$ cat src/rtl/change_return_sequencer.sv
// Change-return sequencer: splits an amount greedily into 20/10/5-cent returns
// and emits them as non-overlapping fixed-width pulses separated by fixed gaps.
module change_return_sequencer #(
  parameter int W            = 6,
  parameter int PULSE_CYCLES = 4,
  parameter int GAP_CYCLES   = 2
) (
  input  logic         clk,
  input  logic         reset,
  input  logic         start,
  input  logic [W-1:0] amount,
  input  logic         abort,
  output logic         busy,
  output logic         done,
  output logic         r5,
  output logic         r10,
  output logic         r20,
  output logic [W-1:0] remaining,
  output logic [3:0]   coin_count,
  output logic         err_residue
);

  localparam int CNT_MAX = (PULSE_CYCLES > GAP_CYCLES) ? PULSE_CYCLES : GAP_CYCLES;
  localparam int CNT_W   = $clog2(CNT_MAX + 1);

  typedef enum logic [2:0] {S_IDLE, S_SELECT, S_PULSE, S_GAP, S_DONE} state_t;
  typedef enum logic [1:0] {SEL_NONE, SEL_5, SEL_10, SEL_20} sel_t;

  state_t         state_q, state_d;
  sel_t           sel_q, sel_d;
  logic [CNT_W-1:0] cnt_q, cnt_d;
  logic [W-1:0]   remaining_q, remaining_d;
  logic [3:0]     coin_count_q, coin_count_d;
  logic           err_q, err_d;
  logic           busy_q, busy_d, done_q, done_d;
  logic           r5_q, r5_d, r10_q, r10_d, r20_q, r20_d;

  function automatic logic [3:0] sat_inc4(input logic [3:0] v);
    return (v == 4'hF) ? 4'hF : v + 4'd1;
  endfunction

  always_comb begin
    state_d      = state_q;
    sel_d        = sel_q;
    cnt_d        = cnt_q;
    remaining_d  = remaining_q;
    coin_count_d = coin_count_q;
    err_d        = err_q;
    case (state_q)
      S_IDLE: begin
        if (start) begin
          remaining_d  = amount;
          coin_count_d = 4'd0;
          err_d        = 1'b0;
          state_d      = S_SELECT;
        end
      end
      S_SELECT: begin
        if (abort) begin
          state_d = S_DONE;
        end else if (remaining_q >= W'(20)) begin
          sel_d       = SEL_20;
          remaining_d = remaining_q - W'(20);
        end else if (remaining_q >= W'(10)) begin
          sel_d       = SEL_10;
          remaining_d = remaining_q - W'(10);
        end else if (remaining_q >= W'(5)) begin
          sel_d       = SEL_5;
          remaining_d = remaining_q - W'(5);
        end else begin
          state_d = S_DONE;
        end
        if (state_d == S_SELECT) begin
          coin_count_d = sat_inc4(coin_count_q);
          cnt_d        = CNT_W'(PULSE_CYCLES - 1);
          state_d      = S_PULSE;
        end
      end
      S_PULSE: begin
        if (abort) begin
          state_d = S_DONE;
        end else if (cnt_q == '0) begin
          cnt_d   = CNT_W'(GAP_CYCLES - 1);
          state_d = S_GAP;
        end else begin
          cnt_d = cnt_q - CNT_W'(1);
        end
      end
      S_GAP: begin
        if (abort) begin
          state_d = S_DONE;
        end else if (cnt_q == '0) begin
          state_d = S_SELECT;
        end else begin
          cnt_d = cnt_q - CNT_W'(1);
        end
      end
      S_DONE:  state_d = S_IDLE;
      default: state_d = S_IDLE;
    endcase

    // Outputs are registered, so they are derived from the next state.
    if (state_d == S_DONE) err_d = (remaining_d != '0);
    busy_d = (state_d != S_IDLE);
    done_d = (state_d == S_DONE);
    r5_d   = (state_d == S_PULSE) && (sel_d == SEL_5);
    r10_d  = (state_d == S_PULSE) && (sel_d == SEL_10);
    r20_d  = (state_d == S_PULSE) && (sel_d == SEL_20);
  end

  always_ff @(posedge clk or posedge reset) begin
    if (reset) begin
      state_q      <= S_IDLE;
      sel_q        <= SEL_NONE;
      cnt_q        <= '0;
      remaining_q  <= '0;
      coin_count_q <= 4'd0;
      err_q        <= 1'b0;
      busy_q       <= 1'b0;
      done_q       <= 1'b0;
      r5_q         <= 1'b0;
      r10_q        <= 1'b0;
      r20_q        <= 1'b0;
    end else begin
      state_q      <= state_d;
      sel_q        <= sel_d;
      cnt_q        <= cnt_d;
      remaining_q  <= remaining_d;
      coin_count_q <= coin_count_d;
      err_q        <= err_d;
      busy_q       <= busy_d;
      done_q       <= done_d;
      r5_q         <= r5_d;
      r10_q        <= r10_d;
      r20_q        <= r20_d;
    end
  end

  assign busy        = busy_q;
  assign done        = done_q;
  assign r5          = r5_q;
  assign r10         = r10_q;
  assign r20         = r20_q;
  assign remaining   = remaining_q;
  assign coin_count  = coin_count_q;
  assign err_residue = err_q;

endmodule

$ cat config.mk
export PLATFORM = sky130hd
export DESIGN_NAME = change_return_sequencer
export DESIGN_NICKNAME = d
export VERILOG_FILES = /design/src/rtl/change_return_sequencer.sv
export SDC_FILE = /design/constraint.sdc
export NUM_CORES = 1
export LEC_CHECK = 0
export CAP_MARGIN = 20
export CORE_ASPECT_RATIO = 0.8
export CORE_MARGIN = 5
export CORE_UTILIZATION = 50
export DETAILED_ROUTE_END_ITERATION = 12
export HOLD_SLACK_MARGIN = 0.03
export PLACE_DENSITY_LB_ADDON = 0.25
export SLEW_MARGIN = 20
export SYNTH_ARGS = -nofsm -noshare
export SYNTH_HDL_FRONTEND = slang
export SYNTH_SLANG_ARGS = --single-unit
$ cat constraint.sdc
create_clock -name clk -period 3.8 [get_ports clk]
set_input_delay 0.76 -clock clk [delete_from_list [all_inputs] [get_ports clk]]
set_output_delay 0.76 -clock clk [all_outputs]
set_load 0.02 [all_outputs]
* After elaboration in Yosys (flattened, before gate mapping)
Cells that the tools add are included. W data, S select, Z words.
Operators by class: add/sub/neg operators 5, magnitude comparators 3, equality and inequality tests 15, mux-type cells 36, reductions and logical operators 14
Operator list (number):
- $mux W3 | 16
- $mux W6 | 5
- $mux W4 | 3
- $pmux W3 S4 | 1
- $pmux W6 S2 | 1
- $mux W2 | 5
- $ne A2 B2 Y1 const B | 5
- $eq A3 B2 Y1 const B | 3
- $pmux W3 S3 | 1
- $pmux W4 S2 | 1
- $eq A3 B1 Y1 const B | 2
- $ge A6 B3 Y1 const B | 1
- $ge A6 B4 Y1 const B | 1
- $ge A6 B5 Y1 const B | 1
- $logic_not A3 Y1 | 2
- $reduce_bool A2 Y1 | 3
- $reduce_bool A3 Y1 | 2
- $reduce_bool A6 Y1 | 1
- $sub A6 B3 Y6 const B | 1
- $sub A6 B4 Y6 const B | 1
- $sub A6 B5 Y6 const B | 1
- $reduce_and A5 Y1 | 1
- $add A4 B1 Y4 const B | 1
- $eq A2 B2 Y1 const B | 2
- other kinds (8) | 12
Word-level totals: bits in registers 24, bits of input ports 10, output and inout port bits 16, logic and storage cells 84

* Depth between registers and ports, before layout
depth after elaboration 12, gate-level depth with buffers 9, gate-level depth less buffers 8

* Worst setup path before layout
No wires, ideal clock.
path type flip-flop to flip-flop, from register remaining_q[1], in the netlist remaining[1], to register coin_count_q[1], in the netlist coin_count[1], library setup time 125 ps, arrival 2311 ps, data required time 3675 ps, setup slack 1364 ps, cell stages (with the launch flop) 9, buffers on the path 1, clock period less this slack 2436 ps, path through dfrtp_1 inv_1 ha_1 nand2b_1 a2111o_1 buf_6 o21a_1 a21o_1 mux2_4
Between the ends: cells in the longest elaborated chain, start to end 9, elaborated cells between the ends (all ways) 11, those cells by class order compare: 3; eq/ne: 2; mux: 5; reduce/logical: 1
RTL lines:
- from (decl) | RTL line 32 | logic [W-1:0] remaining_q, remaining_d;
- from (signal assigned) | RTL line 128 | remaining_q <= remaining_d;
- $ge A6 B3 Y1 | RTL line 67 | end else if (remaining_q >= W'(5)) begin
- $mux W3 | RTL line 67
- $mux W3 | RTL line 64 | end else if (remaining_q >= W'(10)) begin
- $mux W3 (*) | RTL line 61 | end else if (remaining_q >= W'(20)) begin
- $mux W3 (*) | RTL line 59 | if (abort) begin
- $mux W3 (*) | RTL line 49 | case (state_q)
- $eq A3 B1 Y1 (*) | RTL line 73 | if (state_d == S_SELECT) begin
- $ne A2 B2 Y1 (no line) (*)
- $reduce_and A3 Y1 (no line) (*)
- to (signal assigned) | RTL line 129 | coin_count_q <= coin_count_d;
- to (decl) | RTL line 33 | logic [3:0] coin_count_q, coin_count_d;
Mark *: on every way between the ends. The rest lies on a longest branch, timed or not. The select of a mux whose other input is x is not followed. A chain may end at the register's enable or synchronous reset.

* Worst setup path in the final report
from register remaining_q[1], in the netlist remaining[1], to register err_q, in the netlist err_residue
Between the ends: cells in the longest elaborated chain, start to end 12, elaborated cells between the ends (all ways) 26, those cells by class add/sub: 3; order compare: 3; eq/ne: 2; mux: 14; reduce/logical: 4
RTL lines:
- $ge A6 B3 Y1 | RTL line 67
- $mux W3 | RTL line 67
- $mux W3 | RTL line 64
- $mux W3 (*) | RTL line 61
- $mux W3 (*) | RTL line 59
- $mux W3 (*) | RTL line 49
- $eq A3 B1 Y1 | RTL line 73
- $mux W3 (*) | RTL line 73
- $pmux W3 S4 (*) | RTL line 49
- named net state_d[2] | RTL line 29 | state_t state_q, state_d;
- $eq A3 B3 Y1 (*) | RTL line 103 | if (state_d == S_DONE) err_d = (remaining_d != '0);
- $reduce_bool A2 Y1 (no line)
- $reduce_and A2 Y1 (no line)
- to (signal assigned) | RTL line 130 | err_q <= err_d;
- to (decl) | RTL line 34 | logic err_q, err_d;
The timed path passes the listed nets; every way through them passes the cells marked *. The select of a mux whose other input is x is not followed.

==> out/results.ini <==
[timing]
worstMarginPinSlew_ns = 0.883
min_period_ns = 2.65
finalSetupViolations = 0
slew_violations = 0
timing_hold_violations_final = 0
setup_tns_ns = 0
fin_crit_sh_pct = 69.7
fin_worst_skew_ns = 0.00832
relSlewSlack_pct = 41.1
holdWs_ns = 0.538
fmax_mhz = 378
rsz0062_at_grt = false

[setup_path]
worstPathRequired_ns = 3.95
cp.arrival_ns = 2.80
critPathKind = flip-flop to flip-flop
start_kind = flip-flop
cp-end-kind = flip-flop
path_max_fanout = 11

[synth]
synth.distinct_cells = 63
synth_ff_type = dfrtp_1
synth_area_um2 = 1920
syn_inst = 214
yosysSeqAreaShare_pct = 31.3
avgSynthCellArea_um2 = 8.97
yosysTopAreaCell = dfrtp_1
synth_enable_flop_cells = 0
postSynth.asyncResetShare_pct = 100
synth_nets = 237
synth-warning-count = 0
synth_seq_cells = 24
synth_top_area_share_pct = 31.3
synth_common_cells = 24 x dfrtp_1, 18 x nand2_1, 15 x a21oi_1
synth.most_common_cell = dfrtp_1
synth_area_leaders = dfrtp_1 31%, ha_1 8.5%, a21oi_1 3.9%

[run_status]
status = complete, no violations

[floorplan]
initial_core_util_pct = 51.1
die_area_um2 = 5190
rows = 20
chipHeight_um = 65.4
ios = 26
die_w_um = 79.3
core_um2 = 3750

[pwr]
peakVddDrop_v = 0.000474
finalPower_w = 0.00194
powerDensity_nw_per_um2 = 881
leakage_nw = 0.902

[placement]
placedCellCount = 271
portBuffers = 25
place.gp.congestion = 0.970
dp_hpwl_mm = 3.45
placed_cell_area_um2 = 2130

[clocking]
clock_latency_ns = 0.27
post_cts_resized = 0
numCtsBuffers = 3
clockBufferDepth = 2
htreeDepth = 1
cts_sinks = 24
ctsRootBufferMaster = clkbuf_8
tritoncts = done
cts_hold_buf = 0
clkSlewWorstSetupHoldPaths_ns = 0.09
postCtsSetupBuffers = 0

[detailed_routing]
wl_per_cell_um = 16.7
dr.pass1.iters = 4
drtIter0Drc = 174
vias_per_cell = 6.04
num_vias = 1661
ant_nets = 0
wl_mm = 4.59
post-route-drc-count = 0

[final_layout]
drive_gt1_share_pct = 9.96
syn2layout_area_growth_pct = 14.8
final_nets = 255
finalInstanceArea_um2 = 2200
insertedDiodeCount = 0
final_cells = 275

[global_route]
grt_pass1_vias = 1551
grt_max_degree = 25
antenna_found_initial = 0
overflow = 0
grtUsageTotal_pct = 19.0
grt_pass1_wl_mm = 7.86

[run]
cap_violations = 0

[min_path]
hold_class = flip-flop to flip-flop

[state kept, by name, summed over array words and instances, names as in the netlist]
register and cells:
busy 1, cnt_q 3, coin_count 4, done 1
err_residue 1, r10 1, r20 1, r5 1
remaining 6, sel_q 2, state_q 3
[cell families (layout without fill, tap and decap cells)]
logic type | after synthesis | count (layout) | share of synthesized area (%)
multiplexers | 2 | 2 | 1.30
AO/OA/AOI/OAI | 68 | 68 | 25.6
AND/OR/NAND/NOR | 77 | 77 | 24.2
buffers and inverters | 27 | 44 | 7.76
XOR/XNOR | 3 | 3 | 1.37
flip-flops | 24 | 24 | 31.3
adder cells (fa/ha/maj) | 13 | 13 | 8.47
[power breakdown]
group	total (W)	switching (W)	internal, W
Combinational	0.00118	0.000691	0.000488
Clock	0.000220	0.0000792	0.000141
Sequential	0.000542	0.000187	0.000355
[worst paths after layout]
check                                            end  slack [ns]              startpoint  depth (start not counted)
max                          err_residue$_DFFE_PP0P_        1.15  remaining[1]$_DFF_PP0_                          8
min                               sel_q[1]$_DFF_PP0_        0.54      sel_q[1]$_DFF_PP0_                          2
max reg2reg                  err_residue$_DFFE_PP0P_        1.15  remaining[1]$_DFF_PP0_                          8
min reg2reg                       sel_q[1]$_DFF_PP0_        0.54      sel_q[1]$_DFF_PP0_                          2
max in group asynchronous     remaining[0]$_DFF_PP0_        2.28                   reset                          2
min in group asynchronous  coin_count[2]$_DFFE_PP0P_        0.97                   reset                          2
[stage by stage]
step | utilization [%] | worst slack (ns)
6_report | 58.7 | 1.15
5_1_grt | 58.7 | 0.962
4_1_cts | 58.7 | 1.17
3_5_place_dp | 56.8 | 1.01
3_3_place_gp | 56.8 | 0.994
2_1_floorplan | - | 1.36
[layer usage]
| metal | vias to the layer above | GRT usage (%) | wire length (µm) |
|---|---|---|---|
| li1 | 820 | - | - |
| met1 | 772 | 30.1 | 2310 |
| met2 | 62 | 25.3 | 1860 |
| met3 | 7 | 4.66 | 366 |
| met4 | 0 | 4.08 | 48 |
| met5 | - | 0 | 0 |
[worst max-delay path: stages, from the launching register on]
cell and delay (ns):
dfrtp_1 0.52, inv_1 0.17, ha_1 0.22, nand2b_1 0.16, a2111o_1 0.60, o31ai_4 0.33, inv_1 0.09, nor4_2 0.31
a31oi_1 0.13
[cell usage in the layout, fill, tap and decap left out, drive strengths merged, types with 3 or more instances in the layout]
cell            n
clkbuf          3
nor3            6
nand2          19
nor2           12
clkdlybuf4s50  25
ha             13
nand2b          7
nor2b           5
nor4            4
o31ai           3
dfrtp          24
inv            15
o21a            3
a31oi           4
nand3          12
o21ai          13
a21oi          16
a211oi          3
[layout make-up]
class | count | area, µm²
multi-input combinational | 163 | 1170
tap | 44 | 55.1
clock inverter | 1 | 30.0
clock buffer | 3 | 41.3
timing repair buffer | 25 | 250
fill | 334 | 1550
sequential | 24 | 601
inverter | 15 | 56.3
Note: power is estimated with default switching activity, not from simulation.
